$ cat src/rtl/mips_div_pkg.sv
// Shared divider definitions: state encodings, counter width and the result
// slice indices that EX and HiLo both use.
package mips_div_pkg;

  localparam int unsigned DIV_DATA_W = 32;
  localparam int unsigned DIV_CNT_W  = $clog2(DIV_DATA_W) + 1;

  localparam logic [1:0] DIV_IDLE   = 2'd0;
  localparam logic [1:0] DIV_BYZERO = 2'd1;
  localparam logic [1:0] DIV_ON     = 2'd2;
  localparam logic [1:0] DIV_END    = 2'd3;

  // {hi, lo} = {remainder, quotient}
  localparam int unsigned HI_MSB = 2 * DIV_DATA_W - 1;
  localparam int unsigned HI_LSB = DIV_DATA_W;
  localparam int unsigned LO_MSB = DIV_DATA_W - 1;
  localparam int unsigned LO_LSB = 0;

  typedef enum logic [1:0] {
    StIdle   = DIV_IDLE,
    StByZero = DIV_BYZERO,
    StOn     = DIV_ON,
    StEnd    = DIV_END
  } div_state_e;

endpackage

$ cat src/rtl/div_sign_fix.sv
// Applies the signed-division sign correction to a magnitude quotient and
// remainder; the output is {remainder, quotient}.
module div_sign_fix #(
  parameter int unsigned DATA_W = 32
) (
  input  logic [DATA_W-1:0]   quo_raw_i,
  input  logic [DATA_W-1:0]   rem_raw_i,
  input  logic                sign_a_i,
  input  logic                sign_b_i,
  input  logic                signed_div_i,
  output logic [2*DATA_W-1:0] fixed_o
);

  logic [DATA_W-1:0] quo;
  logic [DATA_W-1:0] rem;

  always_comb begin
    quo = (signed_div_i && (sign_a_i ^ sign_b_i)) ? -quo_raw_i : quo_raw_i;
    // Remainder follows the dividend's sign.
    rem = (signed_div_i && sign_a_i) ? -rem_raw_i : rem_raw_i;
    fixed_o = {rem, quo};
  end

endmodule

$ cat src/rtl/mul_div_unit.sv
// Multi-cycle restoring divider (DIV/DIVU), one quotient bit per cycle.
// Define DIV_EARLY_OUT_EN to finish at once when |dividend| < |divisor|.
module mul_div_unit
  import mips_div_pkg::*;
#(
  parameter int unsigned DATA_W = DIV_DATA_W
) (
  input  logic                clk,
  input  logic                rst,
  input  logic                start,
  input  logic                signed_div,
  input  logic                annul,
  input  logic [DATA_W-1:0]   dividend,
  input  logic [DATA_W-1:0]   divisor,
  output logic [2*DATA_W-1:0] result,
  output logic                ready,
  output logic                busy
);

  localparam int unsigned CntW = $clog2(DATA_W) + 1;

  div_state_e          state_q, state_d;
  logic [CntW-1:0]     cnt_q, cnt_d;
  logic [DATA_W-1:0]   rem_q, rem_d;
  logic [DATA_W-1:0]   quo_q, quo_d;
  logic [DATA_W-1:0]   div_q, div_d;
  logic                sign_a_q, sign_a_d;
  logic                sign_b_q, sign_b_d;
  logic                sdiv_q, sdiv_d;
  logic [2*DATA_W-1:0] result_q, result_d;

  logic [DATA_W:0]     shifted;
  logic [DATA_W:0]     diff;
  logic [DATA_W-1:0]   iter_rem;
  logic [DATA_W-1:0]   iter_quo;
  logic                early_hit;
  logic [DATA_W-1:0]   fix_quo_in;
  logic [DATA_W-1:0]   fix_rem_in;
  logic [2*DATA_W-1:0] fixed;

  // One restoring step; the quotient register doubles as the dividend shifter.
  always_comb begin
    shifted  = {rem_q, quo_q[DATA_W-1]};
    diff     = shifted - {1'b0, div_q};
    iter_rem = diff[DATA_W] ? shifted[DATA_W-1:0] : diff[DATA_W-1:0];
    iter_quo = {quo_q[DATA_W-2:0], ~diff[DATA_W]};
  end

`ifdef DIV_EARLY_OUT_EN
  assign early_hit = (state_q == StOn) && (cnt_q == '0) && (quo_q < div_q);
`else
  assign early_hit = 1'b0;
`endif

  assign fix_quo_in = early_hit ? '0    : iter_quo;
  assign fix_rem_in = early_hit ? quo_q : iter_rem;

  div_sign_fix #(
    .DATA_W(DATA_W)
  ) u_sign_fix (
    .quo_raw_i   (fix_quo_in),
    .rem_raw_i   (fix_rem_in),
    .sign_a_i    (sign_a_q),
    .sign_b_i    (sign_b_q),
    .signed_div_i(sdiv_q),
    .fixed_o     (fixed)
  );

  always_comb begin
    state_d  = state_q;
    cnt_d    = cnt_q;
    rem_d    = rem_q;
    quo_d    = quo_q;
    div_d    = div_q;
    sign_a_d = sign_a_q;
    sign_b_d = sign_b_q;
    sdiv_d   = sdiv_q;
    result_d = result_q;

    unique case (state_q)
      StIdle: begin
        if (start) begin
          if (divisor == '0) begin
            state_d = StByZero;
            quo_d   = dividend;  // raw dividend becomes the remainder
          end else begin
            state_d  = StOn;
            sdiv_d   = signed_div;
            sign_a_d = signed_div & dividend[DATA_W-1];
            sign_b_d = signed_div & divisor[DATA_W-1];
            quo_d    = sign_a_d ? -dividend : dividend;
            div_d    = sign_b_d ? -divisor : divisor;
            rem_d    = '0;
            cnt_d    = '0;
          end
        end
      end
      StByZero: begin
        state_d  = StEnd;
        result_d = {quo_q, {DATA_W{1'b1}}};
      end
      StOn: begin
        rem_d = iter_rem;
        quo_d = iter_quo;
        cnt_d = cnt_q + CntW'(1);
        if (early_hit || (cnt_q == CntW'(DATA_W - 1))) begin
          state_d  = StEnd;
          result_d = fixed;
        end
      end
      StEnd: begin
        if (!start) begin
          state_d  = StIdle;
          result_d = '0;
        end
      end
      default: state_d = StIdle;
    endcase

    if (annul) begin
      state_d  = StIdle;
      result_d = '0;
      cnt_d    = '0;
    end
  end

  always_ff @(posedge clk) begin
    if (rst) begin
      state_q  <= StIdle;
      cnt_q    <= '0;
      rem_q    <= '0;
      quo_q    <= '0;
      div_q    <= '0;
      sign_a_q <= 1'b0;
      sign_b_q <= 1'b0;
      sdiv_q   <= 1'b0;
      result_q <= '0;
    end else begin
      state_q  <= state_d;
      cnt_q    <= cnt_d;
      rem_q    <= rem_d;
      quo_q    <= quo_d;
      div_q    <= div_d;
      sign_a_q <= sign_a_d;
      sign_b_q <= sign_b_d;
      sdiv_q   <= sdiv_d;
      result_q <= result_d;
    end
  end

  assign result = result_q;
  assign ready  = (state_q == StEnd);
  assign busy   = (state_q == StOn) || (state_q == StByZero);

endmodule
$ cat config.mk
export PLATFORM = sky130hd
export DESIGN_NAME = mul_div_unit
export DESIGN_NICKNAME = d
export VERILOG_FILES = /design/src/rtl/mips_div_pkg.sv /design/src/rtl/div_sign_fix.sv /design/src/rtl/mul_div_unit.sv
export SDC_FILE = /design/constraint.sdc
export NUM_CORES = 1
export LEC_CHECK = 0
export BUFFER_PORTS_ARGS = -buffer_cell sky130_fd_sc_hd__buf_2
export CAP_MARGIN = 40
export CORE_MARGIN = 8
export CORE_UTILIZATION = 45
export DETAILED_ROUTE_END_ITERATION = 12
export PLACE_DENSITY = 0.73
export SLEW_MARGIN = 20
export SYNTH_ARGS = -nofsm -noshare
export SYNTH_HDL_FRONTEND = slang
export SYNTH_HIERARCHICAL = 1
export SYNTH_SLANG_ARGS = --single-unit
$ cat constraint.sdc
create_clock -name clk -period 8.6 [get_ports clk]
set_input_delay 1.72 -clock clk [delete_from_list [all_inputs] [get_ports clk]]
set_output_delay 1.72 -clock clk [all_outputs]
set_load 0.01 [all_outputs]
Word-level counts from Yosys, hierarchy flattened. Cells that the tools add are included.

Register bits: 171. Output and inout port bits: 66. Input port bits: 69.

Bitwise operators: 5. $add $sub $neg: 6. Mux-type cells: 22. Equal/unequal tests: 8. Reductions and logical operators: 13.

Operator list (number): 2-to-1 mux 32 bit (9); case mux 64 bit (3 select lines) (1); 2-to-1 mux 64 bit (2); negator 32 bit (4); case mux 32 bit (2 select lines) (2); subtractor 33 x 32 -> 33 bit (1); logical NOT 32 bit (1); 2-to-1 mux 6 bit (2); case mux 6 bit (2 select lines) (1); AND reduction 3 bit (4); 2-to-1 mux 2 bit (4); != test 2 bit (second input constant) (4); case mux 2 bit (4 select lines) (1); adder 6 x 1 -> 6 bit (second input constant) (1); equality test 6 x 5 -> 1 bit (second input constant) (1); equality test 2 bit (second input constant) (2); nonzero test 3 bit (1); bitwise AND 1 bit (2); equality test 2 x 1 -> 1 bit (second input constant) (1); logical AND 1 bit (2); logical NOT 2 bit (1); inverter 1 bit (2); AND reduction 2 bit (1); nonzero test 2 bit (1); other kinds (3) (3).

Logic depth before layout (Yosys ltp).
Word-level depth: 6. Depth in mapped cells: 20.

Modules after synthesis. The synthesis kept the hierarchy.

By module, submodules not included: mul_div_unit (instances 1, cells an instance 1326, area an instance 10612.7 um2); div_sign_fix (instances 1, cells an instance 221, area an instance 1493.9 um2).

Worst setup path after synthesis. OpenSTA, ideal clock, no wires.

Kind: register -> register. Start point: reg quo_q[31]. End point: reg result_q[47], in the netlist result[47]. Stages on the path, launching flop included: 19. Clock period less this slack: 4.457 ns. Data required time: 8.514 ns. Arrival time: 4.372 ns. Slack: 4.143 ns. Cells stage by stage: dfxtp_1 > inv_1 > ha_1 > inv_1 > fa_1 > a21oi_1 > o211ai_1 > a21oi_1 > nor2_1 > nand2b_2 > a311oi_4 > buf_6 > mux2_2 > or4_1 > or3_1 > o21ai_0 > xnor2_1 > a21oi_1 > a211oi_1.

Longest elaborated chain between the ends: 6.

RTL lines: start: declaration (line mul_div_unit.sv:25) `logic [DATA_W-1:0] quo_q, quo_d;`; start signal: assignment (line mul_div_unit.sv:142) `quo_q <= quo_d;`; subtractor 33 x 32 -> 33 bit (line mul_div_unit.sv:44) `diff = shifted - {1'b0, div_q};`; 2-to-1 mux 32 bit (line mul_div_unit.sv:45) `iter_rem = diff[DATA_W] ? shifted[DATA_W-1:0] : diff[DATA_W-1:0];`; net fix_rem_in[6] (line mul_div_unit.sv:38) `logic [DATA_W-1:0] fix_rem_in;`; negator 32 bit (line div_sign_fix.sv:20) `rem = (signed_div_i && sign_a_i) ? -rem_raw_i : rem_raw_i;`; 2-to-1 mux 32 bit (line div_sign_fix.sv:20); net fixed[47] (line mul_div_unit.sv:39) `logic [2*DATA_W-1:0] fixed;`; 2-to-1 mux 64 bit (line mul_div_unit.sv:106) `if (early_hit || (cnt_q == CntW'(DATA_W - 1))) begin`; case mux 64 bit (3 select lines) (line mul_div_unit.sv:80) `unique case (state_q)`; end signal: assignment (line mul_div_unit.sv:147) `result_q <= result_d;`; end: declaration (line mul_div_unit.sv:30) `logic [2*DATA_W-1:0] result_q, result_d;`.

The timed path passes the listed nets, and every way through them passes these cells. The select of a mux whose other input is x is not followed. A chain may end at the register's enable or synchronous reset.

Final worst setup path.
Start point: reg quo_q[31]. End point: reg result_q[60], in the netlist result[60].

The elaborated chain is that of the path after synthesis.

==> impl_metrics.toml <==
[timing]
hold_ws_ns = 0.461
fmax_mhz = 184
slew_viol_final = 0
period_share_pct = 63.3
fin_ws_ns = 3.16
tightest_slew_ns = 0.815
finClkSkew_ns = 0.0135
finalHoldViolCount = 0
setup-tns-final_ns = 0
setup_viol = 0
fin_crit_ns = 5.44
maxSlewHeadroom_pct = 45.5
rsz0062_at_grt = "false"

[power]
power.switching_w = 0.000821
power_density_nw_per_um2 = 172
vdd_drop_max_v = 0.000103
p_int_w = 0.00149
seqPwrFrac_pct = 39.7
p_leak_nw = 5.56
p_clk_share_pct = 33.3
p_comb_share_pct = 27.1
switching_share_pct = 35.5

[worst_setup_path]
slowest_stage = "or4b_1"
cp.arrival_ns = 5.79
crit_fanout = 44
worst_r2r_startpoint = "quo_q[31]$_SDFFE_PP0P_"
max_stage_delay_ns = 0.55
rr_worst_depth = 20
end_kind = "flip-flop"
reg2reg_to = "result[60]$_SDFFE_PP0P_"
startpoint_type = "flip-flop"
required_ns = 8.95
worst-path-buf-inv = 4
cp_top_family = "compound AO/OA/AOI/OAI gates"
path_cells = "inv_1, ha_1, inv_1, fa_1, a21oi_1, o211ai_1, a21oi_1, nor2_1, nand2b_2, a311oi_4, buf_4, mux2_2, inv_1, ha_1, or4b_1, nor4_4, a31oi_1, xor2_1, a21oi_1, a211oi_1"
worstSetupPathType = "flip-flop to flip-flop"
r2r_setup_slack_ns = 3.16

[finish]
layout.cells.non_filler = 1960
stdcell_area_sq_um = 13500
fillers = 2561
drive_above_1_share_pct = 15.4
area_growth_pct = 11.1
nets = 1717
n_antenna_cell = 0

[floorplanning]
initial_core_util_pct = 45.4
fp-row-count = 60
fp.dieArea_sq_um = 32400
die_x_microns = 180
dieHeight_microns = 180
io_pins = 135
core_area_sq_um = 26700

[global_routing]
grt_max_degree = 85
grtUsageTotal_pct = 21.0
overflow = 0
antenna_found_initial = 0
grt_pass1_wl_microns = 56800
grt_pass1_vias = 10908

[clock_network]
cts_tree = "done"
insertion_delay_ns = 0.43
cts_setup_buffers = 0
clk_pin_slew_worst_paths_ns = 0.08
cts_buffers = 17
clk_path_buf_depth = 2
post_cts_resized = 0
h-tree-depth = 4
cts_root_buf = "clkbuf_16"
holdBufCountCts = 0
cts_sinks = 171

[min_path]
hp-class = "flip-flop to flip-flop"
holdPathStages = 2
hold_start = "div_q[31]$_SDFFE_PP0P_"
hold_end = "div_q[31]$_SDFFE_PP0P_"

[run_status]
status = "finished clean"

[yosys]
synth_warnings = 6
synth_cell_types = 84
synth_edf_count = 0
ys_async_sr_fraction_pct = 0
ys_seq_area_share_pct = 28.3
ys_ff_latch = 171
netlist_instances = 1547
netlist_area_sq_um = 12100
syn_nets = 1658
synth_flop_cell = "dfxtp_1"
avgSynthCellArea_sq_um = 7.83

[drt]
via_per_inst = 5.92
ant_nets = 0
drcViolationCount = 0
vias = 11598
drt_iter0_drc = 1045
drtPass1Iterations = 8
drt_wl_total_microns = 35600
routedWlPerCell_microns = 18.2

[placed_design]
globalplace.congestion = 0.924
placedInstanceArea_sq_um = 12900
post-place-ws_ns = 3.26
dp_cells = 1928
io_buffers = 134
post-dp-hpwl_microns = 26800

[run]
cap_violations = 0
==> layout by cell type, fill, tap and decap left out, types with 11 or more instances in the layout <==
master	n
o21ai_1	14
nand4_1	12
a31oi_1	31
a22o_1	25
or3_1	11
clkbuf_16	17
nor3_1	22
mux2_2	23
o211ai_1	16
buf_2	134
o31ai_1	18
or4_1	22
a21oi_1	158
and3_1	15
a21o_1	14
ha_1	40
nor2_1	178
nand3_1	19
dfxtp_1	171
nor3b_1	33
o21ai_0	43
buf_4	11
inv_1	66
xor2_1	94
xnor2_1	56
nand2_1	126
a211oi_1	94
==> area by class of cell <==
cell class	count	area, sq um	share of cell area (%)
multi-input combinational	1201	7970	59.3
sequential	171	3420	25.4
timing repair buffer	148	800	5.94
clock buffer	20	447	3.32
tap	341	427	3.17
inverter	67	251	1.87
clock inverter	12	131	0.977
==> kinds of logic (layout without fill, tap and decap cells) <==
| kind of cell | after synthesis | after routing | synth area share, % |
|---|---|---|---|
| buffers and inverters | 175 | 247 | 6.21 |
| multiplexers | 32 | 32 | 2.88 |
| flip-flops | 171 | 171 | 28.3 |
| adder cells (fa/ha/maj) | 42 | 42 | 4.40 |
| XOR/XNOR | 150 | 150 | 10.9 |
| AND/OR/NAND/NOR | 493 | 493 | 20.6 |
| AO/OA/AOI/OAI | 484 | 484 | 26.7 |
==> state kept, by name, indices dropped and copies added, names as in the netlist <==
signal / cells
cnt_q: 6
div_q: 32
quo_q: 32
rem_q: 32
result: 64
sdiv_q: 1
sign_a_q: 1
sign_b_q: 1
state_q: 2
==> synthesized netlist by cell type, types with 10 or more instances <==
| cell | instances | area [sq um] |
|---|---|---|
| ha_1 | 41 | 513 |
| nor3_1 | 22 | 110 |
| xor2_1 | 94 | 823 |
| and3_1 | 15 | 93.8 |
| mux2_2 | 23 | 259 |
| a21oi_1 | 159 | 796 |
| a22o_1 | 25 | 219 |
| a211oi_1 | 94 | 706 |
| nor4_1 | 10 | 62.6 |
| o31ai_1 | 18 | 135 |
| nor2_1 | 180 | 676 |
| clkbuf_1 | 74 | 278 |
| inv_1 | 66 | 248 |
| o22ai_1 | 10 | 62.6 |
| nor3b_1 | 33 | 248 |
| a21o_1 | 14 | 105 |
| nand2_1 | 126 | 473 |
| dfxtp_1 | 171 | 3420 |
| buf_2 | 18 | 90.1 |
| nand4_1 | 12 | 75.1 |
| nand3_1 | 19 | 95.1 |
| or3_1 | 11 | 68.8 |
| or4_1 | 22 | 165 |
| o211ai_1 | 16 | 120 |
| o21ai_1 | 14 | 70.1 |
| xnor2_1 | 56 | 490 |
| a31oi_1 | 31 | 194 |
| o21ai_0 | 44 | 220 |
==> worst min-delay path, cell delays in order (launching register included) <==
cell and delay (ns):
dfxtp_1 0.32, nand2_1 0.05, a21oi_1 0.05
==> worst max-delay path by stage <==
| stage | startpoint | end | cells after the start |
|---|---|---|---|
| 2_1_floorplan | quo_q[31]$_SDFFE_PP0P_ | result[47]$_SDFFE_PP0P_ | 18 |
| 3_3_place_gp | quo_q[31]$_SDFFE_PP0P_ | result[54]$_SDFFE_PP0P_ | 20 |
| 3_5_place_dp | quo_q[31]$_SDFFE_PP0P_ | result[54]$_SDFFE_PP0P_ | 20 |
| 4_1_cts | quo_q[31]$_SDFFE_PP0P_ | result[54]$_SDFFE_PP0P_ | 20 |
| 5_1_grt | quo_q[31]$_SDFFE_PP0P_ | result[60]$_SDFFE_PP0P_ | 20 |
| 6_report | quo_q[31]$_SDFFE_PP0P_ | result[60]$_SDFFE_PP0P_ | 20 |
==> stage by stage <==
step,utilization (%),power [W]
floorplan,-,0.00136
global placement,48.1,0.00153
detailed placement,48.3,0.00154
CTS,50.5,0.00231
global route,50.5,0.00243
finish,50.5,0.00231
==> layer usage <==
layer  track usage [%]  share of wire, %
met1              28.1                46
met2              33.5                45
met3              4.21               6.8
met4              6.55               2.3
met5                 0                 0
==> power groups by stage <==
stage | Combinational (W) | Clock (W) | Sequential [W]
6_report | 0.000625 | 0.000769 | 0.000916
5_1_grt | 0.000692 | 0.000812 | 0.000922
4_1_cts | 0.000618 | 0.000780 | 0.000913
3_5_place_dp | 0.000613 | 0 | 0.000931
3_3_place_gp | 0.000603 | 0 | 0.000928
2_1_floorplan | 0.000448 | 0 | 0.000912
Note: power is estimated with default switching activity, not from simulation.
